$ cat src/rtl/mem_pkg.sv
`default_nettype none
// ============================================================================
// Module      : mem_pkg
// Description : Shared memory-access encodings, arbiter state/owner enums and
//               the alignment helper used by the memory port arbiter.
// Revision    : 1.0 - initial release
// ============================================================================
package mem_pkg;

  // Access sizes driven by the decoder and forwarded to memory
  localparam logic [1:0] MEM_ACCESS_BYTE = 2'd0;
  localparam logic [1:0] MEM_ACCESS_HALF = 2'd1;
  localparam logic [1:0] MEM_ACCESS_WORD = 2'd2;

  typedef enum logic [1:0] {
    ST_IDLE = 2'd0,
    ST_REQ  = 2'd1,
    ST_RESP = 2'd2,
    ST_ERR  = 2'd3
  } arb_state_t;

  typedef enum logic {
    OWN_F = 1'b0,
    OWN_D = 1'b1
  } owner_t;

  // Byte accesses are always aligned; the reserved size code is treated as aligned
  function automatic logic mem_misaligned(input logic [1:0] addr_lo, input logic [1:0] acc);
    logic mis;
    mis = 1'b0;
    case (acc)
      MEM_ACCESS_HALF: mis = addr_lo[0];
      MEM_ACCESS_WORD: mis = (addr_lo != 2'b00);
      default:         mis = 1'b0;
    endcase
    return mis;
  endfunction

endpackage
`default_nettype wire

$ cat src/rtl/mem_arb_pick.sv
`default_nettype none
// ============================================================================
// Module      : mem_arb_pick
// Description : Fetch/data winner select with data priority and a bounded
//               starvation guard for fetch (consecutive-data-win counter).
// Revision    : 1.0 - initial release
// ============================================================================
module mem_arb_pick #(
  parameter int MAX_DATA_STREAK = 4
) (
  input  logic clk_i,
  input  logic rst_i,
  input  logic in_idle_i,
  input  logic f_req_i,
  input  logic d_req_i,
  output logic f_win_o,
  output logic d_win_o
);

  localparam int          SW         = (MAX_DATA_STREAK > 0) ? $clog2(MAX_DATA_STREAK + 1) : 1;
  localparam logic [SW-1:0] STREAK_MAX = SW'(MAX_DATA_STREAK);

  logic [SW-1:0] streak_q;
  logic [SW-1:0] streak_d;
  logic          force_f;

  // Winner select and next streak; the streak only moves while arbitrating
  always_comb begin
    force_f  = f_req_i && (MAX_DATA_STREAK != 0) && (streak_q == STREAK_MAX);
    d_win_o  = d_req_i && !force_f;
    f_win_o  = f_req_i && !d_win_o;
    streak_d = streak_q;
    if (in_idle_i) begin
      if (!f_req_i) begin
        streak_d = '0;
      end else if (d_win_o) begin
        if (streak_q != STREAK_MAX) begin
          streak_d = streak_q + 1'b1;
        end
      end else begin
        streak_d = '0;
      end
    end
  end

  // Streak register
  always_ff @(posedge clk_i) begin
    if (rst_i) begin
      streak_q <= '0;
    end else begin
      streak_q <= streak_d;
    end
  end

endmodule
`default_nettype wire

$ cat src/rtl/mem_port_arbiter.sv
`default_nettype none
// ============================================================================
// Module      : mem_port_arbiter
// Description : Shares one memory port between instruction fetch (F) and
//               load/store (D). One transaction in flight, data priority,
//               misaligned data accesses rejected without a memory request.
// Revision    : 1.0 - initial release
// ============================================================================
module mem_port_arbiter
  import mem_pkg::*;
#(
  parameter int AW              = 32,
  parameter int DW              = 32,
  parameter int MAX_DATA_STREAK = 4
) (
  input  logic          clk_i,
  input  logic          rst_i,
  input  logic          f_req_i,
  input  logic [AW-1:0] f_addr_i,
  output logic          f_gnt_o,
  output logic          f_rvalid_o,
  input  logic          d_req_i,
  input  logic          d_we_i,
  input  logic [AW-1:0] d_addr_i,
  input  logic [DW-1:0] d_wdata_i,
  input  logic [1:0]    d_acc_i,
  output logic          d_gnt_o,
  output logic          d_err_o,
  output logic          d_rvalid_o,
  output logic [DW-1:0] rdata_o,
  output logic          mem_req_o,
  output logic          mem_we_o,
  output logic [AW-1:0] mem_addr_o,
  output logic [DW-1:0] mem_wdata_o,
  output logic [1:0]    mem_acc_o,
  input  logic          mem_gnt_i,
  input  logic          mem_rvalid_i,
  input  logic [DW-1:0] mem_rdata_i
);

  arb_state_t    state_q, state_d;
  owner_t        owner_q, owner_d;
  logic          f_win, d_win;
  logic          is_d;
  logic          cur_we;
  logic [AW-1:0] cur_addr;
  logic [DW-1:0] cur_wdata;
  logic [1:0]    cur_acc;
  logic          in_req, in_err, rv, gnt;

  mem_arb_pick #(
    .MAX_DATA_STREAK(MAX_DATA_STREAK)
  ) u_pick (
    .clk_i    (clk_i),
    .rst_i    (rst_i),
    .in_idle_i(state_q == ST_IDLE),
    .f_req_i  (f_req_i),
    .d_req_i  (d_req_i),
    .f_win_o  (f_win),
    .d_win_o  (d_win)
  );

  // Owner's request fields; fetch is always a word read with zero write data
  always_comb begin
    is_d      = (owner_q == OWN_D);
    cur_we    = is_d ? d_we_i    : 1'b0;
    cur_addr  = is_d ? d_addr_i  : f_addr_i;
    cur_wdata = is_d ? d_wdata_i : '0;
    cur_acc   = is_d ? d_acc_i   : MEM_ACCESS_WORD;
  end

  // Next-state logic; stray mem_gnt_i/mem_rvalid_i are ignored outside their states
  always_comb begin
    state_d = state_q;
    owner_d = owner_q;
    case (state_q)
      ST_IDLE: begin
        if (d_win) begin
          owner_d = OWN_D;
          state_d = mem_misaligned(d_addr_i[1:0], d_acc_i) ? ST_ERR : ST_REQ;
        end else if (f_win) begin
          owner_d = OWN_F;
          state_d = ST_REQ;
        end
      end
      ST_REQ: begin
        if (mem_gnt_i) begin
          state_d = cur_we ? ST_IDLE : ST_RESP;
        end
      end
      ST_RESP: begin
        if (mem_rvalid_i) begin
          state_d = ST_IDLE;
        end
      end
      default: state_d = ST_IDLE;
    endcase
  end

  // State and owner registers
  always_ff @(posedge clk_i) begin
    if (rst_i) begin
      state_q <= ST_IDLE;
      owner_q <= OWN_F;
    end else begin
      state_q <= state_d;
      owner_q <= owner_d;
    end
  end

  // Output decode; everything is held at zero while reset is asserted
  always_comb begin
    in_req      = (state_q == ST_REQ)  && !rst_i;
    in_err      = (state_q == ST_ERR)  && !rst_i;
    rv          = (state_q == ST_RESP) && mem_rvalid_i && !rst_i;
    gnt         = in_req && mem_gnt_i;
    mem_req_o   = in_req;
    mem_we_o    = in_req && cur_we;
    mem_addr_o  = in_req ? cur_addr  : '0;
    mem_wdata_o = in_req ? cur_wdata : '0;
    mem_acc_o   = in_req ? cur_acc   : 2'b00;
    f_gnt_o     = gnt && !is_d;
    d_gnt_o     = (gnt && is_d) || in_err;
    d_err_o     = in_err;
    f_rvalid_o  = rv && !is_d;
    d_rvalid_o  = rv && is_d;
    rdata_o     = rv ? mem_rdata_i : '0;
  end

  // A requester must keep its request (and data fields) up while memory stalls it
  a_f_hold: assert property (@(posedge clk_i) disable iff (rst_i)
    (state_q == ST_REQ && owner_q == OWN_F && !mem_gnt_i) |=> f_req_i);
  a_d_hold: assert property (@(posedge clk_i) disable iff (rst_i)
    (state_q == ST_REQ && owner_q == OWN_D && !mem_gnt_i) |=>
      (d_req_i && $stable(d_we_i) && $stable(d_addr_i) && $stable(d_wdata_i) && $stable(d_acc_i)));

endmodule
`default_nettype wire

$ cat config.mk
export PLATFORM = sky130hd
export DESIGN_NAME = mem_port_arbiter
export DESIGN_NICKNAME = d
export VERILOG_FILES = /design/src/rtl/mem_pkg.sv /design/src/rtl/mem_arb_pick.sv /design/src/rtl/mem_port_arbiter.sv
export SDC_FILE = /design/constraint.sdc
export NUM_CORES = 1
export LEC_CHECK = 0
export CORE_ASPECT_RATIO = 0.75
export CORE_MARGIN = 5
export CORE_UTILIZATION = 19
export DETAILED_ROUTE_END_ITERATION = 8
export PLACE_DENSITY_LB_ADDON = 0.3
export SETUP_SLACK_MARGIN = 0.3
export SLEW_MARGIN = 25
export SYNTH_ARGS = -nofsm -noshare
export SYNTH_HDL_FRONTEND = slang
export SYNTH_SLANG_ARGS = --single-unit
$ cat constraint.sdc
create_clock -name clk_i -period 1.34 [get_ports clk_i]
set_input_delay 0.134 -clock clk_i [delete_from_list [all_inputs] [get_ports clk_i]]
set_output_delay 0.134 -clock clk_i [all_outputs]
set_load 0.05 [all_outputs]
-- Word level (Yosys, flattened, before mapping)
Index checks and enable logic that the tools add are counted.
- flip-flop bits (word level): 6
- latch bits: 0
- memory bits (writable): 0
- ROM bits: 0
- bits of input ports: 137
- output and inout port bits: 105
- memories: 0
- add/subtract/negate cells: 1
- multipliers: 0
- divide/modulo/power cells: 0
- magnitude comparators: 0
- equality and inequality tests: 11
- shift-type cells: 0
- mux-type cells: 23
- bitwise gates (word level): 0
- reduce and logical (&&, ||, !) cells: 24
- operators with widths (cell ; number):
    two-way mux 32 bit ; 5
    two-way mux 2 bit ; 8
    logical AND 1 bit ; 13
    two-way mux 3 bit ; 3
    == test 2 bit, second input constant ; 3
    inequality test 3 bit, second input constant ; 2
    case mux 2 bit (3 select lines) ; 1
    two-way mux 1 bit ; 5
    == test 2 x 1 -> 1 bit, second input constant ; 2
    logical NOT 1 bit ; 4
    inequality test 2 bit, second input constant ; 2
    AND reduction 2 bit ; 2
    nonzero test 2 bit ; 2
    adder 3 x 1 -> 3 bit, second input constant ; 1
    == test 3 bit, second input constant ; 1
    inequality test 3 x 2 -> 1 bit, second input constant ; 1
    AND reduction 3 bit ; 1
    logical NOT 2 bit ; 1
    case mux 1 bit (2 select lines) ; 1
    logical OR 1 bit ; 1

-- Logic depth before layout (Yosys ltp)
Gate-level depths: netlist of the first run.
- depth in word-level cells: 9
- gate-level depth with buffers: 6
- mapped depth without buffers: 6

-- Cells and area by module
Synthesis of the first run repeated with hierarchy kept, for this count alone.
- cell total of the unflattened synthesis: 202
- area, all modules: 1392.6 um2
- by module, submodules not included (module ; times used ; cells an instance ; area an instance (um2)):
    mem_port_arbiter ; 1 ; 182 ; 1203.7
    mem_arb_pick ; 1 ; 20 ; 188.9

-- Least setup slack after synthesis of the first run
Ideal clock, no wire load.
- path type: register to output
- start point: register state_q[0]
- end point: output port f_gnt_o
- arrival: 1.981 ns
- setup slack: -0.775 ns
- cell stages (with the launch flop): 4
- path through: dfxtp_1 -> or3b_1 -> buf_2 -> nor3b_1
- word-level cells in the longest chain between the ends: 4
- ends and longest elaborated chain (item ; RTL line ; text):
    from (decl) ; mem_port_arbiter.sv:41 ; arb_state_t state_q, state_d;
    from (signal assigned) ; mem_port_arbiter.sv:106 ; state_q <= state_d;
    == test 2 x 1 -> 1 bit ; mem_port_arbiter.sv:113 ; in_req = (state_q == ST_REQ) && !rst_i;
    logical AND 1 bit ; mem_port_arbiter.sv:113 ;
    logical AND 1 bit ; mem_port_arbiter.sv:116 ; gnt = in_req && mem_gnt_i;
    logical AND 1 bit ; mem_port_arbiter.sv:122 ; f_gnt_o = gnt && !is_d;
    to (decl) ; mem_port_arbiter.sv:20 ; output logic f_gnt_o,
Every way passes these cells.

-- Worst setup path in the final report of the first run
- start point: register state_q[1]
- end point: output port mem_acc_o[1]
- word-level cells in the longest chain between the ends: 3
- ends and longest elaborated chain (item ; RTL line ; text):
    == test 2 x 1 -> 1 bit ; mem_port_arbiter.sv:113 ;
    logical AND 1 bit ; mem_port_arbiter.sv:113 ;
    two-way mux 2 bit ; mem_port_arbiter.sv:121 ; mem_acc_o = in_req ? cur_acc : 2'b00;
    to (decl) ; mem_port_arbiter.sv:35 ; output logic [1:0] mem_acc_o,
Every way passes these cells.

==> impl_metrics.sql, run 1 <==
INSERT INTO impl_metrics (metric_group, metric, value, unit) VALUES
('setup_path', 'worst_path_max_delay_cell', 'or3b_4', ''),
('timing', 'finalClockSkew', '7.46', 'ps'),
('logic_synthesis', 'synthesis.nets', '345', ''),
('final_layout', 'antenna-diode-count', '0', ''),
('logic_synthesis', 'synth-warning-count', '0', ''),
('cts', 'clkSlewWorstSetupHoldPaths', '40', 'ps'),
('global_routing', 'grt_pass1_wl', '16400', 'µm'),
('timing', 'timing.max_slew.rel_slack', '78.7', '%'),
('logic_synthesis', 'synth_top_family_by_area', 'simple AND/OR/NAND/NOR gates', ''),
('detailed_routing', 'highest_layer_used_for_signal_routing', 'met4', ''),
('logic_synthesis', 'synth-seq-cells', '6', ''),
('floorplanning', 'die_outline_area', '9200', 'µm²'),
('floorplanning', 'die_h', '84.3', 'µm'),
('global_routing', 'grt_remaining_overflow', '0', ''),
('setup_path', 'worst_setup_path_start_kind', 'flip-flop', ''),
('cts', 'tritoncts', 'built', ''),
('global_routing', 'grt_util_all_layers', '22.9', '%'),
('final_layout', 'layout.nets', '606', ''),
('timing', 'setup_viol', '106', ''),
('placed_design', 'io_buffers', '241', ''),
('detailed_routing', 'met3_wirelength', '789', 'µm'),
('timing', 'finalCriticalPeriod', '1760', 'ps'),
('placed_design', 'postPlaceCellArea', '5610', 'µm²'),
('cts', 'cts-root-to-sink-buffers', '2', ''),
('pwr', 'power_density', '431', 'nW/µm²'),
('final_layout', 'finish.instance_area', '6030', 'µm²'),
('cts', 'worst_skew_late_latency', '230', 'ps'),
('setup_path', 'rrSetupSlack', '-60', 'ps'),
('logic_synthesis', 'post_synth.cell_area_avg', '6.86', 'µm²'),
('outcome', 'failing_checks', 'negative setup slack', ''),
('setup_path', 'critPathMaxStageDelay', '470', 'ps'),
('run', 'max_cap_viol_count', '0', ''),
('final_layout', 'drive_gt1_share', '58.0', '%'),
('logic_synthesis', 'ys_seq_area_share', '8.59', '%'),
('pwr', 'internal_power', '1.51', 'mW'),
('timing', 'maximum_clock_frequency', '0.569', 'GHz'),
('detailed_routing', 'drt-pass1-iter-count', '4', ''),
('global_routing', 'grt_antenna_before_repair', '0', ''),
('logic_synthesis', 'post_synth_instance_area', '1400', 'µm²'),
('global_routing', 'pin_count_of_the_biggest_net_entering_global_routing', '34', ''),
('pwr', 'pwr-share-comb', '80.0', '%'),
('detailed_routing', 'final_wirelength', '11400', 'µm'),
('setup_path', 'crit_fanout', '6', ''),
('timing', 'worst_case_setup_margin_in_the_final_layout', '-418', 'ps'),
('logic_synthesis', 'yosys-mux-area-fraction', '22.9', '%'),
('timing', 'sum_of_negative_setup_slack', '-40780', 'ps'),
('cts', 'cts_sinks', '6', ''),
('timing', 'rsz_0062_raised_after_global_routing', 'true', ''),
('pwr', 'share_clk_of_total_power', '11.7', '%'),
('logic_synthesis', 'yosys.area_share.xor_xnor', '1.25', '%'),
('logic_synthesis', 'number_of_cells_produced_by_synthesis', '204', ''),
('logic_synthesis', 'synth.lib_cells_used.distinct', '33', ''),
('floorplanning', 'floorplan.initialDensity', '19.3', '%'),
('floorplanning', 'placement_rows', '27', ''),
('outcome', 'outcome', 'finished with violations', ''),
('floorplanning', 'placeableCoreArea', '7260', 'µm²'),
('detailed_routing', 'vias_per_cell', '4.52', ''),
('logic_synthesis', 'yosys.area_share.adder', '3.58', '%'),
('floorplanning', 'die_wd', '109', 'µm'),
('final_layout', 'synthToLayoutAreaGrowth', '331', '%'),
('setup_path', 'endpoint_kind', 'output port', ''),
('cts', 'cts-root-buf', 'clkbuf_8', ''),
('setup_path', 'timing.critical_path.required', '1210', 'ps'),
('final_layout', 'layout.cells.most_common', 'clkdlybuf4s50_1', ''),
('final_layout', 'num-fill-cells', '388', ''),
('final_layout', 'finalCoreUtilization', '83.0', '%'),
('detailed_routing', 'detailroute.wirelength.met2', '6350', 'µm'),
('detailed_routing', 'via_count', '2554', ''),
('pwr', 'power.switching_fraction', '41.8', '%'),
('setup_path', 'worst_ep_arrival_time', '1620', 'ps'),
('final_layout', 'commonest_cells_after_routing_fill_and_taps_aside', 'clkdlybuf4s50_1, buf_12, and3_4', '');
==> worst max-delay path, delay by kind of cell (launching register included) <==
family	cells	cell delay (ps)
AND/OR/NAND/NOR	1	470
flip-flops	1	320
AO/OA/AOI/OAI	1	140
buffers and inverters	3	450
==> cell families (layout without fill, tap and decap cells) <==
kind of cell	count (synthesis)	in the layout
flops	6	6
simple gates	120	120
xor+xnor	2	2
buf+inv	25	285
mux	32	32
fa+ha+maj	4	4
compound gates	15	15
==> sequential cells by signal (all words and copies together), names as in the netlist <==
register         cells
u_pick.streak_q      3
state_q              2
is_d                 1
==> synth_stat cells <==
| cell | count | share of area (%) |
|---|---|---|
| a2111oi_0 | 1 | 0.63 |
| a21o_2 | 1 | 0.63 |
| a21oi_1 | 9 | 3.2 |
| a31o_2 | 1 | 0.63 |
| and2_1 | 33 | 15 |
| and3_1 | 34 | 15 |
| and3b_2 | 1 | 0.72 |
| and4bb_4 | 1 | 1.2 |
| buf_1 | 2 | 0.54 |
| buf_2 | 5 | 1.8 |
| buf_4 | 2 | 1.1 |
| buf_6 | 1 | 0.80 |
| clkbuf_1 | 8 | 2.1 |
| clkbuf_2 | 2 | 0.72 |
| clkinv_2 | 1 | 0.36 |
| dfxtp_1 | 6 | 8.6 |
| ha_1 | 4 | 3.6 |
| inv_1 | 4 | 1.1 |
| mux2i_1 | 32 | 23 |
| nand2_1 | 4 | 1.1 |
| nand2b_1 | 1 | 0.45 |
| nand3_1 | 2 | 0.72 |
| nand3_2 | 1 | 0.72 |
| nor2_1 | 35 | 9.4 |
| nor2_8 | 1 | 1.4 |
| nor2b_1 | 1 | 0.45 |
| nor3_1 | 2 | 0.72 |
| nor3b_1 | 2 | 1.1 |
| o21ai_0 | 3 | 1.1 |
| or3b_1 | 1 | 0.63 |
| or4_1 | 1 | 0.54 |
| xnor2_1 | 1 | 0.63 |
| xor2_1 | 1 | 0.63 |
==> power groups by stage <==
stage | clock network (mW) | logic (mW) | registers (mW)
final | 0.303 | 2.08 | 0.215
after global routing | 0.322 | 2.17 | 0.216
after CTS | 0.309 | 2.05 | 0.215
after detailed placement | 0 | 1.87 | 0.215
after global placement | 0 | 1.83 | 0.214
after floorplan | 0 | 0.909 | 0.209
==> through the flow <==
stage	setup slack, ps	hold slack [ps]	cells
2_1_floorplan	-281	203	204
3_3_place_gp	-446	526	546
3_5_place_dp	-477	549	546
4_1_cts	-415	355	562
5_1_grt	-450	374	565
6_report	-418	356	565
==> timing repair <==
item	CTS	global route
setup endpoints to repair	111	111
gates cloned	7	2
setup buffers	5	1
hold buffers	0	0
pin swaps	18	4
gates resized for setup	32	6
==> worst paths after layout <==
check,start,endpoint,cells after the start
worst max-delay path,state_q[1]$_SDFFE_PP0P_,mem_acc_o[1],5
worst max register to register,state_q[0]$_SDFFE_PP0P_,state_q[1]$_SDFFE_PP0P_,5
worst min-delay path,rst_i,is_d$_SDFFE_PP0P_,3
worst min register to register,state_q[0]$_SDFFE_PP0P_,state_q[1]$_SDFFE_PP0P_,2
==> routing by layer <==
layer	global-route usage (%)	vias to the layer above
met4	6.77	0
li1	-	1218
met3	4.61	20
met5	0	-
met1	23.7	1205
met2	45.3	111
==> final cells by class <==
class / instances / area (µm²) / area share (%)
repair buffers: 272 / 3890 / 64.5
multi-input cells: 173 / 1750 / 29.0
flip-flops and latches: 6 / 129 / 2.14
well taps: 101 / 126 / 2.10
repair inverters: 4 / 57.6 / 0.955
clock buffers: 4 / 45.0 / 0.747
inverters: 5 / 31.3 / 0.519
Note: power is estimated with default switching activity, not from simulation.
==> inputs of run 2 (changes only) <==
--- a/config.mk
+++ b/config.mk
@@ -8,6 +8,7 @@
 export CORE_ASPECT_RATIO = 0.75
 export CORE_MARGIN = 5
 export CORE_UTILIZATION = 19
+export CTS_CLUSTER_SIZE = 40
 export DETAILED_ROUTE_END_ITERATION = 8
 export PLACE_DENSITY_LB_ADDON = 0.3
 export SETUP_SLACK_MARGIN = 0.3
==> results of run 2 <==
No change in the layout: final DEF, timing and power equal those of run 1.
==> RTL edit 1 (settings of run 1) <==
`MAX_DATA_STREAK` is set to 4 in 2 places; all go to 2.
--- a/src/rtl/mem_arb_pick.sv
+++ b/src/rtl/mem_arb_pick.sv
@@ -8,3 +8,3 @@
 module mem_arb_pick #(
-  parameter int MAX_DATA_STREAK = 4
+  parameter int MAX_DATA_STREAK = 2
 ) (
--- a/src/rtl/mem_port_arbiter.sv
+++ b/src/rtl/mem_port_arbiter.sv
@@ -13,3 +13,3 @@
   parameter int DW              = 32,
-  parameter int MAX_DATA_STREAK = 4
+  parameter int MAX_DATA_STREAK = 2
 ) (
Formal check against the unedited RTL: not equivalent (Yosys sat finds a counterexample within 10 cycles, from zero or initial values and one cycle with rst_i high).
==> RTL edit 1 against run 1 <==
- worst setup slack improved by 0.14 ns
- routed wire length decreased by 13%
- sequential cell count decreased by 1
- area after synthesis decreased by 6.4%
- the flow still finishes with violations (negative setup slack)
- clock power decreased by 9.6%
- cell count decreased by 4.2%
- combinational power decreased by 4%
- cell area decreased by 2.3%
- total power decreased by 5.3%
- critical path type unchanged
==> RTL edit 1: results (changes against run 1) <==
[routing]
drt_iter0_markers = 32  ; -48%
drt-total-wl_microns = 9840  ; -13%
dr_total_vias = 2495  ; -2.3%
vias_per_cell = 4.61  ; +2.0%

[outcome]
violations = negative setup slack
status = complete, but fails checks

[sta]
slew_headroom_pct = 80.0  ; +1.3 points
fin_skew_ns = 0.00111  ; -0.00635 ns
postLayoutSetupSlackWorst_ns = -0.277  ; +0.141 ns
finalSetupViolations = 106  ; unchanged
fin_tns_setup_ns = -24.66  ; +16.12 ns

[final_layout]
fillers = 319  ; -18%
final_net_count = 598  ; -1.3%
layout-drive-gt1-share_pct = 58.9  ; +0.89 points

[synthesis]
synth_nets = 336  ; -2.6%
synth_area_leaders = mux2i_1, and3_1, and2_1
yosysUniqueCellTypes = 26  ; -21%
seq_area_frac_synth_pct = 7.65  ; -0.94 points
synth_commonest_cells = nor2_1, and3_1, and2_1

[power]
static-leakage-power_nw = 2.30  ; -1.9%
max-vdd-ir-drop_mv = 0.218  ; -70%
switching_share_pct = 41.1  ; -0.66 points

[global_routing]
grt_first_pass_wirelength_microns = 14400  ; -12%
track_usage_pct = 21.1  ; -1.8 points
grt_max_degree = 37  ; +8.8%

[placement]
placement.setup.worst_slack_ns = -0.439  ; +0.0386 ns
dpl.hpwl_microns = 8430  ; -4.9%
dpl_cell_area_sq_mm = 0.00560  ; -0.22%
dp.cells = 527  ; -3.5%

[floorplan]
rows = 26  ; -3.7%

[critical_path]
worstPathMaxFanout = 36  ; +30
slowest_delay_ns = 0.35  ; -0.12 ns
cpMaxStageDelayCell = dfxtp_4

[cts]
clockRootBuffer = clkbuf_8

## RTL edit 1: cell types whose count changed after synthesis, sizes merged, moves of 2 or more
cell	before	now
a21oi	9	6
nand3b	0	2
nor3b	2	0
nand2	4	6
buf	10	8
## RTL edit 1: worst min-delay path: cells and delay by family
| kind | cells | cell delay [ns] |
|---|---|---|
| AO/OA/AOI/OAI | 1 | 0.04 |
| buffers and inverters | 2 | 0.38 |
| AND/OR/NAND/NOR | 1 | 0.08 |
## RTL edit 1: cells by family after synthesis
kind of cell             synth area share [%]
AND/OR/NAND/NOR                          51.8
buffers and inverters                    8.13
adder cells (fa/ha/maj)                  2.87
AO/OA/AOI/OAI                            5.07
flip-flops                               7.65
multiplexers                             24.5
## RTL edit 1: power groups by stage
stage | Sequential [W] | Combinational [W] | Clock, W
2_1_floorplan | 0.000174 | 0.000945 | 0
6_report | 0.000188 | 0.00200 | 0.000274
3_5_place_dp | 0.000201 | 0.00184 | 0
3_3_place_gp | 0.000200 | 0.00180 | 0
5_1_grt | 0.000190 | 0.00208 | 0.000291
4_1_cts | 0.000187 | 0.00199 | 0.000276
## RTL edit 1: routing by layer
| metal | global-route usage (%) | up-vias | wire length, microns |
|---|---|---|---|
| met5 | 0 | - | 0 |
| met4 | 7.63 | 0 | 304 |
| met3 | 7.93 | 22 | 984 |
| met2 | 43.1 | 131 | 5580 |
| met1 | 19.3 | 1152 | 2980 |
| li1 | - | 1190 | - |
## RTL edit 1: layout make-up
| cell class | instances | area (sq um) | area share, % |
|---|---|---|---|
| Timing Repair Buffer | 276 | 3870 | 65.7 |
| Clock buffer | 4 | 45.0 | 0.765 |
| Inverter | 5 | 45.0 | 0.765 |
| Sequential cell | 5 | 113 | 1.91 |
| Multi-Input combinational cell | 167 | 1710 | 29.1 |
| Tap cell | 84 | 105 | 1.78 |
## RTL edit 1: repair_timing
action                                  in CTS  in global routing
pin swaps                                   25                 17
setup buffers                                8                  1
gates resized for setup                     39                  6
cloned                                       1                  0
hold buffers                                 0                  0
endpoints found under the setup margin     110                110
## RTL edit 1: worst paths after layout
| path | slack, ns | depth (start not counted) | startpoint | end |
|---|---|---|---|---|
| min reg2reg | 0.54 | 2 | u_pick.streak_q[1]$_SDFFE_PP0P_ | u_pick.streak_q[1]$_SDFFE_PP0P_ |
| min | 0.46 | 4 | d_req_i | is_d$_SDFFE_PP0P_ |
| max | -0.28 | 6 | state_q[1]$_SDFFE_PP0P_ | mem_wdata_o[7] |
| max reg2reg | -0.15 | 5 | state_q[0]$_SDFFE_PP0P_ | state_q[1]$_SDFFE_PP0P_ |
==> RTL edit 2 (flow settings as in run 1) <==
Made on the original files. Re-encode `arb_state_t` (4 states) as one-hot, 4 bits wide.
--- a/src/rtl/mem_pkg.sv
+++ b/src/rtl/mem_pkg.sv
@@ -14,7 +14,7 @@
 
-  typedef enum logic [1:0] {
-    ST_IDLE = 2'd0,
-    ST_REQ  = 2'd1,
-    ST_RESP = 2'd2,
-    ST_ERR  = 2'd3
+  typedef enum logic [3:0] {
+    ST_IDLE = 4'b0001,
+    ST_REQ  = 4'b0010,
+    ST_RESP = 4'b0100,
+    ST_ERR  = 4'b1000
   } arb_state_t;
Check against the original RTL: no difference found for any inputs over 10 cycles, from zero or initial values and one cycle with rst_i high; not proved beyond that.
==> RTL edit 2 against run 1 <==
- sequential power up 32%
- area after synthesis up 6.3%
- clock power decreased by 4%
- highest routed layer unchanged
- the flow still finishes with violations (negative setup slack)
- sequential cell count rose by 2
- routed wire length is 6.7% higher
- cell area grew 3.7%
- total power fell by 22%
- worst setup slack got worse by 0.26 ns
- core utilization fell by 2.3 points
- global-route usage is 3.5 points lower
- count of clock-buffer cells in the layout decreased by 1
- cell count rose by 4.6%
==> RTL edit 2: results (changes against run 1) <==
[critical_path]
worstPathMaxFanout = 12  ; +6
rrSetupSlack_ns = -0.23  ; -0.17 ns
slowest_delay_ns = 0.52  ; +0.05 ns
cp.arrival_ns = 1.88  ; +0.26 ns
cpMaxStageDelayCell = or4b_4

[synthesis]
seq_area_frac_synth_pct = 10.8  ; +2.2 points
synth_area_leaders = and2_1, mux2i_1, dfxtp_1
synth_commonest_cells = and2_1, nor2_1, mux2i_1
yosysUniqueCellTypes = 35  ; +6.1%
synth_nets = 356  ; +3.2%

[routing]
drt-total-wl_microns = 12100  ; +6.7%
vias_per_cell = 4.52  ; about the same

[sta]
slew_headroom_pct = 74.0  ; -4.7 points
holdWs_ns = 0.332  ; -0.0237 ns
postLayoutSetupSlackWorst_ns = -0.677  ; -0.260 ns
finalSetupViolations = 110  ; +3.8%

[final_layout]
largest_reg_flops = 4  ; +1
final_net_count = 629  ; +3.8%
largest_register = state_q

[global_routing]
grt_first_pass_wirelength_microns = 15000  ; -8.3%
track_usage_pct = 19.4  ; -3.5 points
grt_max_degree = 39  ; +15%
first_global_vias = 2695  ; -3.0%

[placement]
place_congestion = 0.810  ; -3.0%
dpl.hpwl_microns = 8790  ; -0.87%

[outcome]
status = complete, but fails checks
violations = negative setup slack

[power]
static-leakage-power_nw = 2.45  ; +4.8%

RTL edit 2: cell count changes after synthesis, moves of 2 or more:
cell	before	now
nor4_1	0	2
and3_1	34	1
and2_1	33	66
a21oi_1	9	7
o21ai_0	3	1
inv_1	4	6
buf_2	5	2
clkbuf_2	2	0
buf_4	2	0
buf_6	1	5
dfxtp_1	6	8
or3_1	0	2
nor2_1	35	41
RTL edit 2: final timing paths:
kind                                     end                       startpoint  cells after the start
min                  state_q[3]$_SDFFE_PP0P_                       d_acc_i[1]                      3
max                           mem_addr_o[22]          state_q[0]$_SDFFE_PP1P_                      5
max reg2reg          state_q[1]$_SDFFE_PP0P_          state_q[0]$_SDFFE_PP1P_                      4
min reg2reg  u_pick.streak_q[1]$_SDFFE_PP0P_  u_pick.streak_q[1]$_SDFFE_PP0P_                      2
RTL edit 2: per-stage QoR:
step | instance area [sq um] | util, % | setup slack [ns] | cells
after global routing | 6250 | 80.7 | -0.722 | 591
after detailed placement | 5610 | 72.4 | -0.511 | 566
after CTS | 5750 | 74.2 | -0.669 | 571
after floorplan | 1880 | - | -0.530 | 215
after global placement | 5610 | 72.4 | -0.438 | 566
final | 6250 | 80.7 | -0.677 | 591
RTL edit 2: final cells by class:
cell class	instances	area [sq um]
fillers	427	1490
repair buffers	284	4100
well taps	105	131
clock buffers	3	41.3
flip-flops and latches	8	168
inverters	6	26.3
multi-input cells	185	1780
RTL edit 2: what timing repair did:
action,4_1_cts,5_1_grt
setup buffers,1,10
setup endpoints to repair,113,113
resized for setup,16,68
cloned,1,10
pin swaps,4,26
endpoints found under the hold margin,0,0
RTL edit 2: cell families (layout without fill, tap and decap cells):
| kind of cell | count (synthesis) | after routing | synth area share [%] |
|---|---|---|---|
| buffers and inverters | 22 | 293 | 8.25 |
| multiplexers | 32 | 32 | 21.5 |
| adder cells (fa/ha/maj) | 4 | 4 | 3.37 |
| flip-flops | 8 | 8 | 10.8 |
| AO/OA/AOI/OAI | 15 | 15 | 6.48 |
| AND/OR/NAND/NOR | 134 | 134 | 49.6 |
RTL edit 2: report_power, final:
group	total (W)	switching, W	leakage (nW)	internal (W)
Combinational	0.00145	0.000633	2.37	0.000819
Clock	0.000291	0.0000965	0.0216	0.000195
Sequential	0.000284	0.0000210	0.0672	0.000263
RTL edit 2: routing by layer:
layer	vias to the layer above	wire length (microns)	track usage (%)
met2	151	6890	38.4
met1	1254	4090	20.3
met3	8	1040	5.93
li1	1259	-	-
met4	0	114	3.93
met5	-	0	0
RTL edit 2: worst max-delay path: cells and delay by family, from the launching register on:
| kind | cells | cell delay [ns] |
|---|---|---|
| buf+inv | 2 | 0.35 |
| flops | 1 | 0.33 |
| simple gates | 3 | 0.98 |
